$ cat src/rtl/im_fetch_ctrl_pkg.sv
// Shared CPU fetch constants, FSM state encoding and small helpers used by
// the fetch controller and the address-window checker.
package im_fetch_ctrl_pkg;

   localparam logic [31:0] CPU_RESET_PC  = 32'h0000_3000;
   localparam int unsigned CPU_IM_WORDS  = 65536;
   localparam logic [31:0] INSTR_BUBBLE  = 32'h0000_0000;
   localparam logic [31:0] PC_STEP       = 32'd4;

   typedef enum logic {
      FETCH_RUN    = 1'b0,
      FETCH_BUBBLE = 1'b1
   } fetch_state_t;

   typedef struct packed {
      logic [31:0] instr;
      logic [31:0] pc;
      logic        valid;
      logic        exc_adel;
   } fetch_out_t;

   // Last word address of the instruction window, wrapping on 32 bits.
   function automatic logic [31:0] window_last(input logic [31:0] base,
                                               input int unsigned words);
      logic [31:0] span;
      span = 32'(words) << 2;
      return base + span - PC_STEP;
   endfunction

   function automatic logic [31:0] sat_inc(input logic [31:0] value);
      return (value == 32'hFFFF_FFFF) ? value : value + 32'd1;
   endfunction

endpackage

$ cat src/rtl/im_fetch_ctrl_addr_check.sv
// Word-alignment and memory-window check for a byte address; shared by the
// fetch stage and the load/store unit.
module im_addr_check
   import im_fetch_ctrl_pkg::*;
#(
   parameter logic [31:0] BASE  = CPU_RESET_PC,
   parameter int unsigned WORDS = CPU_IM_WORDS
) (
   input  logic [31:0] pc,
   output logic        ok
);

   localparam logic [31:0] LAST = window_last(BASE, WORDS);

   logic aligned;
   logic above_base;
   logic below_last;

   assign aligned    = (pc[1:0] == 2'b00);
   assign above_base = (pc >= BASE);
   assign below_last = (pc <= LAST);
   assign ok         = aligned & above_base & below_last;

endmodule

$ cat src/rtl/im_fetch_ctrl.sv
// Instruction fetch controller: drives the fetch PC, registers the fetched
// word for decode, and handles delay-slot redirects that may arrive during a stall.
module im_fetch_ctrl
   import im_fetch_ctrl_pkg::*;
#(
   parameter logic [31:0] RESET_PC = CPU_RESET_PC,
   parameter int unsigned IM_WORDS = CPU_IM_WORDS
) (
   input  logic        clk,
   input  logic        reset,
   input  logic        stall,
   input  logic        br_valid,
   input  logic [31:0] br_target,
   output logic [31:0] im_pc,
   input  logic [31:0] im_instr,
   output logic [31:0] instr_out,
   output logic [31:0] pc_out,
   output logic        valid_out,
   output logic        exc_adel,
   output logic [31:0] fetch_cnt
);

   logic [31:0]  pc_reg;
   fetch_state_t state_reg;
   logic         pend_reg;
   logic [31:0]  pend_target_reg;
   fetch_out_t   out_reg;
   logic [31:0]  fetch_cnt_reg;

   logic         fetch_ok;
   logic         redirect;
   logic [31:0]  redirect_target;
   logic [31:0]  pc_next;
   fetch_out_t   fetch_word;

   im_addr_check #(
      .BASE  (RESET_PC),
      .WORDS (IM_WORDS)
   ) u_addr_check (
      .pc (pc_reg),
      .ok (fetch_ok)
   );

   // A live br_valid is newer than anything latched during a stall.
   assign redirect        = br_valid | pend_reg;
   assign redirect_target = br_valid ? br_target : pend_target_reg;
   assign pc_next         = redirect ? redirect_target : pc_reg + PC_STEP;

   always_comb begin
      fetch_word          = '0;
      fetch_word.instr    = fetch_ok ? im_instr : INSTR_BUBBLE;
      fetch_word.pc       = pc_reg;
      fetch_word.valid    = 1'b1;
      fetch_word.exc_adel = ~fetch_ok;
   end

   always_ff @(posedge clk) begin
      if (reset) begin
         pc_reg          <= RESET_PC;
         state_reg       <= FETCH_RUN;
         pend_reg        <= 1'b0;
         pend_target_reg <= '0;
         out_reg         <= '0;
         fetch_cnt_reg   <= '0;
      end else if (stall) begin
         if (br_valid) begin
            pend_reg        <= 1'b1;
            pend_target_reg <= br_target;
         end
      end else begin
         // The word fetched this cycle is always delivered: on a redirect it is the delay slot.
         out_reg       <= fetch_word;
         fetch_cnt_reg <= sat_inc(fetch_cnt_reg);
         pend_reg      <= 1'b0;
         pc_reg        <= pc_next;
         case (state_reg)
            FETCH_RUN: begin
               if (redirect) begin
                  state_reg <= FETCH_BUBBLE;
               end
            end
            FETCH_BUBBLE: begin
               if (!redirect) begin
                  state_reg <= FETCH_RUN;
               end
            end
            default: begin
               state_reg <= FETCH_RUN;
            end
         endcase
      end
   end

   assign im_pc     = pc_reg;
   assign instr_out = out_reg.instr;
   assign pc_out    = out_reg.pc;
   assign valid_out = out_reg.valid;
   assign exc_adel  = out_reg.exc_adel;
   assign fetch_cnt = fetch_cnt_reg;

endmodule

$ cat config.mk
export PLATFORM = sky130hd
export DESIGN_NAME = im_fetch_ctrl
export DESIGN_NICKNAME = d
export VERILOG_FILES = /design/src/rtl/im_fetch_ctrl_pkg.sv /design/src/rtl/im_fetch_ctrl_addr_check.sv /design/src/rtl/im_fetch_ctrl.sv
export SDC_FILE = /design/constraint.sdc
export NUM_CORES = 1
export LEC_CHECK = 0
export CORE_ASPECT_RATIO = 2
export CORE_MARGIN = 1.5
export CORE_UTILIZATION = 49
export CTS_CLUSTER_SIZE = 12
export DETAILED_ROUTE_END_ITERATION = 8
export HOLD_SLACK_MARGIN = 0.06
export PLACE_DENSITY = 0.81
export SYNTH_ARGS = -nofsm -noshare
export SYNTH_HDL_FRONTEND = slang
export SYNTH_SLANG_ARGS = --single-unit
$ cat constraint.sdc
create_clock -name clk -period 2.6 [get_ports clk]
set_input_delay 0.78 -clock clk [delete_from_list [all_inputs] [get_ports clk]]
set_output_delay 0.78 -clock clk [all_outputs]
set_load 0.01 [all_outputs]
# Word level (Yosys, flattened, before mapping)
# Index checks and enable logic that the tools add are counted.
op_classes:
  reduce_logical: 3
  order_cmp: 2
  mux: 3
  bitwise_logic: 6
  eq_ne: 1
  addsub: 2
op_table:
  columns: ["op", "n"]
  rows:
  - ["32-bit two-way mux", 3]
  - ["32-bit by 1-bit adder with 32-bit output, second input constant", 1]
  - ["32-bit by 3-bit adder with 32-bit output, second input constant", 1]
  - ["32-bit == test, second input constant", 1]
  - ["32-bit by 14-bit greater-or-equal comparator with 1-bit output, second input constant", 1]
  - ["32-bit by 19-bit <= comparator with 1-bit output, second input constant", 1]
  - ["1-bit inverter", 3]
  - ["1-bit AND", 2]
  - ["2-bit zero test", 1]
  - ["2-bit AND reduction", 1]
  - ["2-bit OR reduction", 1]
  - ["1-bit OR", 1]
word_totals:
  out_inout_bits: 130
  word_cells: 25
  ff_bits: 163
  input_bits: 68

# Logic depth before layout (Yosys ltp)
depth:
  ltp_word: 4
  mapped_depth: 9
  ltp_nobuf: 6

# By module
# Synthesis repeated with hierarchy kept, for this count alone.
hier_totals:
  cells_unflattened: 883
  area_unflattened_um2: 7495.9
modules_own_cells:
  columns: ["module", "seq_area_each_um2", "area_each_um2", "instances", "cells_per_inst"]
  rows:
  - ["im_fetch_ctrl", 3263.1, 7418.4, 1, 873]
  - ["im_addr_check", 0.0, 77.6, 1, 10]

# Least setup slack after synthesis
# Ideal clock, no wire load.
synth_path:
  path_kind: "in2reg"
  from: "in stall"
  to: "reg fetch_cnt_reg[31] (netlist: fetch_cnt[31])"
  stages: 5
  setup_slack_ns: 0.257
  required_ns: 2.530
  t_arrival_ns: 2.272
  n_path_buf: 1
  path_cell_list: "clkbuf_1 > or3_1 > a2111o_1 > or3_1 > a21oi_1"
synth_between:
  elab_chain_len: 2
synth_rtl:
  columns: ["item", "line", "text"]
  rows:
  - ["start: declaration", "im_fetch_ctrl.sv:11", "input logic stall,"]
  - ["1-bit inverter (no source line)", null, null]
  - ["2-bit AND reduction (no source line)", null, null]
  - ["end signal: assignment", "im_fetch_ctrl.sv:73", "fetch_cnt_reg <= sat_inc(fetch_cnt_reg);"]
  - ["end: declaration", "im_fetch_ctrl.sv:28", "logic [31:0] fetch_cnt_reg;"]
# No other way between the ends.
# A chain may end at the register's enable or synchronous reset.

# Worst setup path in the final report
layout_path:
  from: "reg pc_reg[25] (netlist: im_pc[25])"
  to: "out im_pc[25]"
layout_rtl:
  columns: ["item", "line", "text"]
  rows:
  - ["start: declaration", "im_fetch_ctrl.sv:23", "logic [31:0] pc_reg;"]
  - ["start signal: assignment", "im_fetch_ctrl.sv:75", "pc_reg <= pc_next;"]
  - ["end: declaration", "im_fetch_ctrl.sv:14", "output logic [31:0] im_pc,"]
# No word-level cell between the ends.

==> run metrics <==
unrepaired setup endpoints after global routing false; total power density per cell area 606 nW/µm²; most frequently used flop master after synthesis dfxtp_1; post-route worst hold slack between 400 and 500 ps; post-CTS setup repair buffer count 0; Crit. End Element output port; global-route wire length before repair 35,100 µm; run status completed; Die Span X around 90 µm; share of layout cells above drive strength 1 0.0905; Critical Path, Cell by Cell clkdlybuf4s50_1; Placement Cell Area 9540 µm²; number of global-route vias before repair 6,937; total number of vias 7,187; maximum number of pins on one net before global-route repair 66; number of top-level design ports 198; cell depth of the worst hold path 2; Overflow after GRT 0; clock-pin slew on the worst setup and hold paths 60 ps; maximum fanout encountered on the critical timing path 11; Peak VDD IR about 0.45 mV; Layout area overhead 37.9%; Synth async-reset ratio 0; overall die height 177 µm; antenna-violating nets left 0; core outline area 14,800 µm²; area of the die 15,900 µm²; summed instance area of the synthesized netlist 7390 µm²; cell type with the largest total area after synthesis dfxtp_1; net count after synthesis 923; fin crit period 2360 ps; Hold Violations, Final 0; Pre-Repair DR Iteration Count 7; global-route total usage across every layer 0.279; number of setup violations in the final report 0; Largest delay share family, worst path buffers and inverters; Peak Freq 424 MHz; remaining design rule violation count 0; post-layout instance area a little over 10,000 µm²; count of warnings emitted by yosys 0; post_cts resized 0; R2R setup slack 300 ps; clk_lat worst skew 430 ps; routed wirelength normalized by instance count 18.1 µm; actual slew at the worst max-slew pin 741 ps; number of antenna cells inserted 0; Vias per Instance 5.82; Max Slew Vio Count 0; largest cells by area after synthesis dfxtp_1 44%, mux2i_1 5.7%, nand2_1 5.1%, a21oi_1 5.0%, a22o_1 4.4%; worst clock skew around 14 ps; HP Class register to register; First DRT Iteration DRCs 571; total of hold buffers inserted after clock tree synthesis 0; Worst Slack Setup Final approximately 240 ps; period utilisation layout 0.908; capture endpoint of the worst hold path pend_target_reg[26]; worst-case reg-to-reg path depth 6; CP Class register to output port; Bufs on Longest Clock Path 2; Port Buffers roughly 200; post-DP HPWL ~16,000 µm; number of flops mapped to enable cells by yosys 0; crit start category register; Syn Inst Count ~850; effective utilization at floorplan 0.499; area fraction of the dominant cell type after synthesis 0.442; Critical Path AT around 1600 ps; count of nets after finishing around 1,100; worst reg2reg path startpoint fetch_cnt[0]; required time reported for the critical path endpoint 1820 ps; list of most frequent post-synthesis cells 163 x dfxtp_1, 101 x nand2_1, 75 x nor2_1, 74 x a21oi_1; largest stage delay on the critical path 610 ps; end of the worst register-to-register path fetch_cnt[22]; count of state elements after synthesis 163; level count of the clock H-tree 4; worst path bufs/invs 1; worst slew margin relative to its limit 0.493; clock root buffer clkbuf_16; Slowest cell on crit path clkdlybuf4s50_1; RD Place Congestion 1.01; CTS tree yes; number of distinct library cells after synthesis 67; initial antenna violation count 0; critical hold path startpoint pend_target_reg[26]; clock sink total 163; P_leak about 0.0037 µW; Seq/Total Area, Yosys 0.442; Post-Synthesis Mean Instance Area between 8 and 9 µm²; Rows 63; most frequently used cell type in the post-synthesis netlist dfxtp_1; Max Cap Viol 0; setup_tns 0 ps; Total Wirelength 22,300 µm; Inserted Clock Buffers 17; setup slack after placement about 80 ps
[placed cells by master (no fill, tap or decap), drive strengths merged, types with 17 or more instances in the layout]
cell	Yosys	final
a21oi	74	74
a22o	37	37
buf	47	49
clkbuf	42	17
clkdlybuf4s50	0	195
dfxtp	163	163
inv	18	21
mux2i	42	42
nand2	101	101
nand3	24	24
nand4	18	18
nor2	75	75
o21ai	29	29
[stage by stage]
stage | total power, µW | utilization | std cells
after floorplan | 3080 | - | 852
after global placement | 3410 | 0.644 | 1202
after detailed placement | 3420 | 0.644 | 1202
after CTS | 6190 | 0.688 | 1234
after global routing | 6370 | 0.688 | 1234
final | 6170 | 0.688 | 1234
[logic make-up after synthesis]
kind of cell / Yosys count / share of synthesized area
AO/OA/AOI/OAI: 232 / 0.215
XOR/XNOR: 11 / 0.0130
adder cells (fa/ha/maj): 3 / 0.00508
buffers and inverters: 107 / 0.0748
flip-flops: 163 / 0.442
multiplexers: 44 / 0.0599
AND/OR/NAND/NOR: 292 / 0.190
[how the worst max path moves through the flow]
stage / start / end / cells after the start
CTS: im_pc[25] / im_pc[25] / 1
global route: im_pc[25] / im_pc[25] / 1
detailed placement: br_valid / im_pc[26] / 5
global placement: br_valid / im_pc[26] / 5
finish: im_pc[25] / im_pc[25] / 1
floorplan: stall / fetch_cnt[31] / 5
[area by class of cell]
cell class                      count  area (µm²)
Fill cell                        1242        4630
Tap cell                          195         244
Sequential cell                   163        3260
Clock buffer                       17         425
Multi-Input combinational cell    582        3580
Clock inverter                     15         229
Timing Repair Buffer              244        2380
Inverter                           18        67.6
[report_power, final]
| group | leakage [µW] | switching, µW | internal [µW] |
|---|---|---|---|
| Combinational | 0.00203 | 333 | 362 |
| Sequential | 0.00133 | 88.6 | 2590 |
| Clock | 0.000312 | 1080 | 1720 |
| Total | 0.00367 | 1500 | 4670 |
[per-layer routing]
layer,global-route usage,routed length [µm],share of wire
met1,0.288,8080,0.36
met2,0.508,11900,0.53
met3,0.0490,1220,0.055
met4,0.189,1120,0.050
met5,0,0,0
Note: power is estimated with default switching activity, not from simulation.
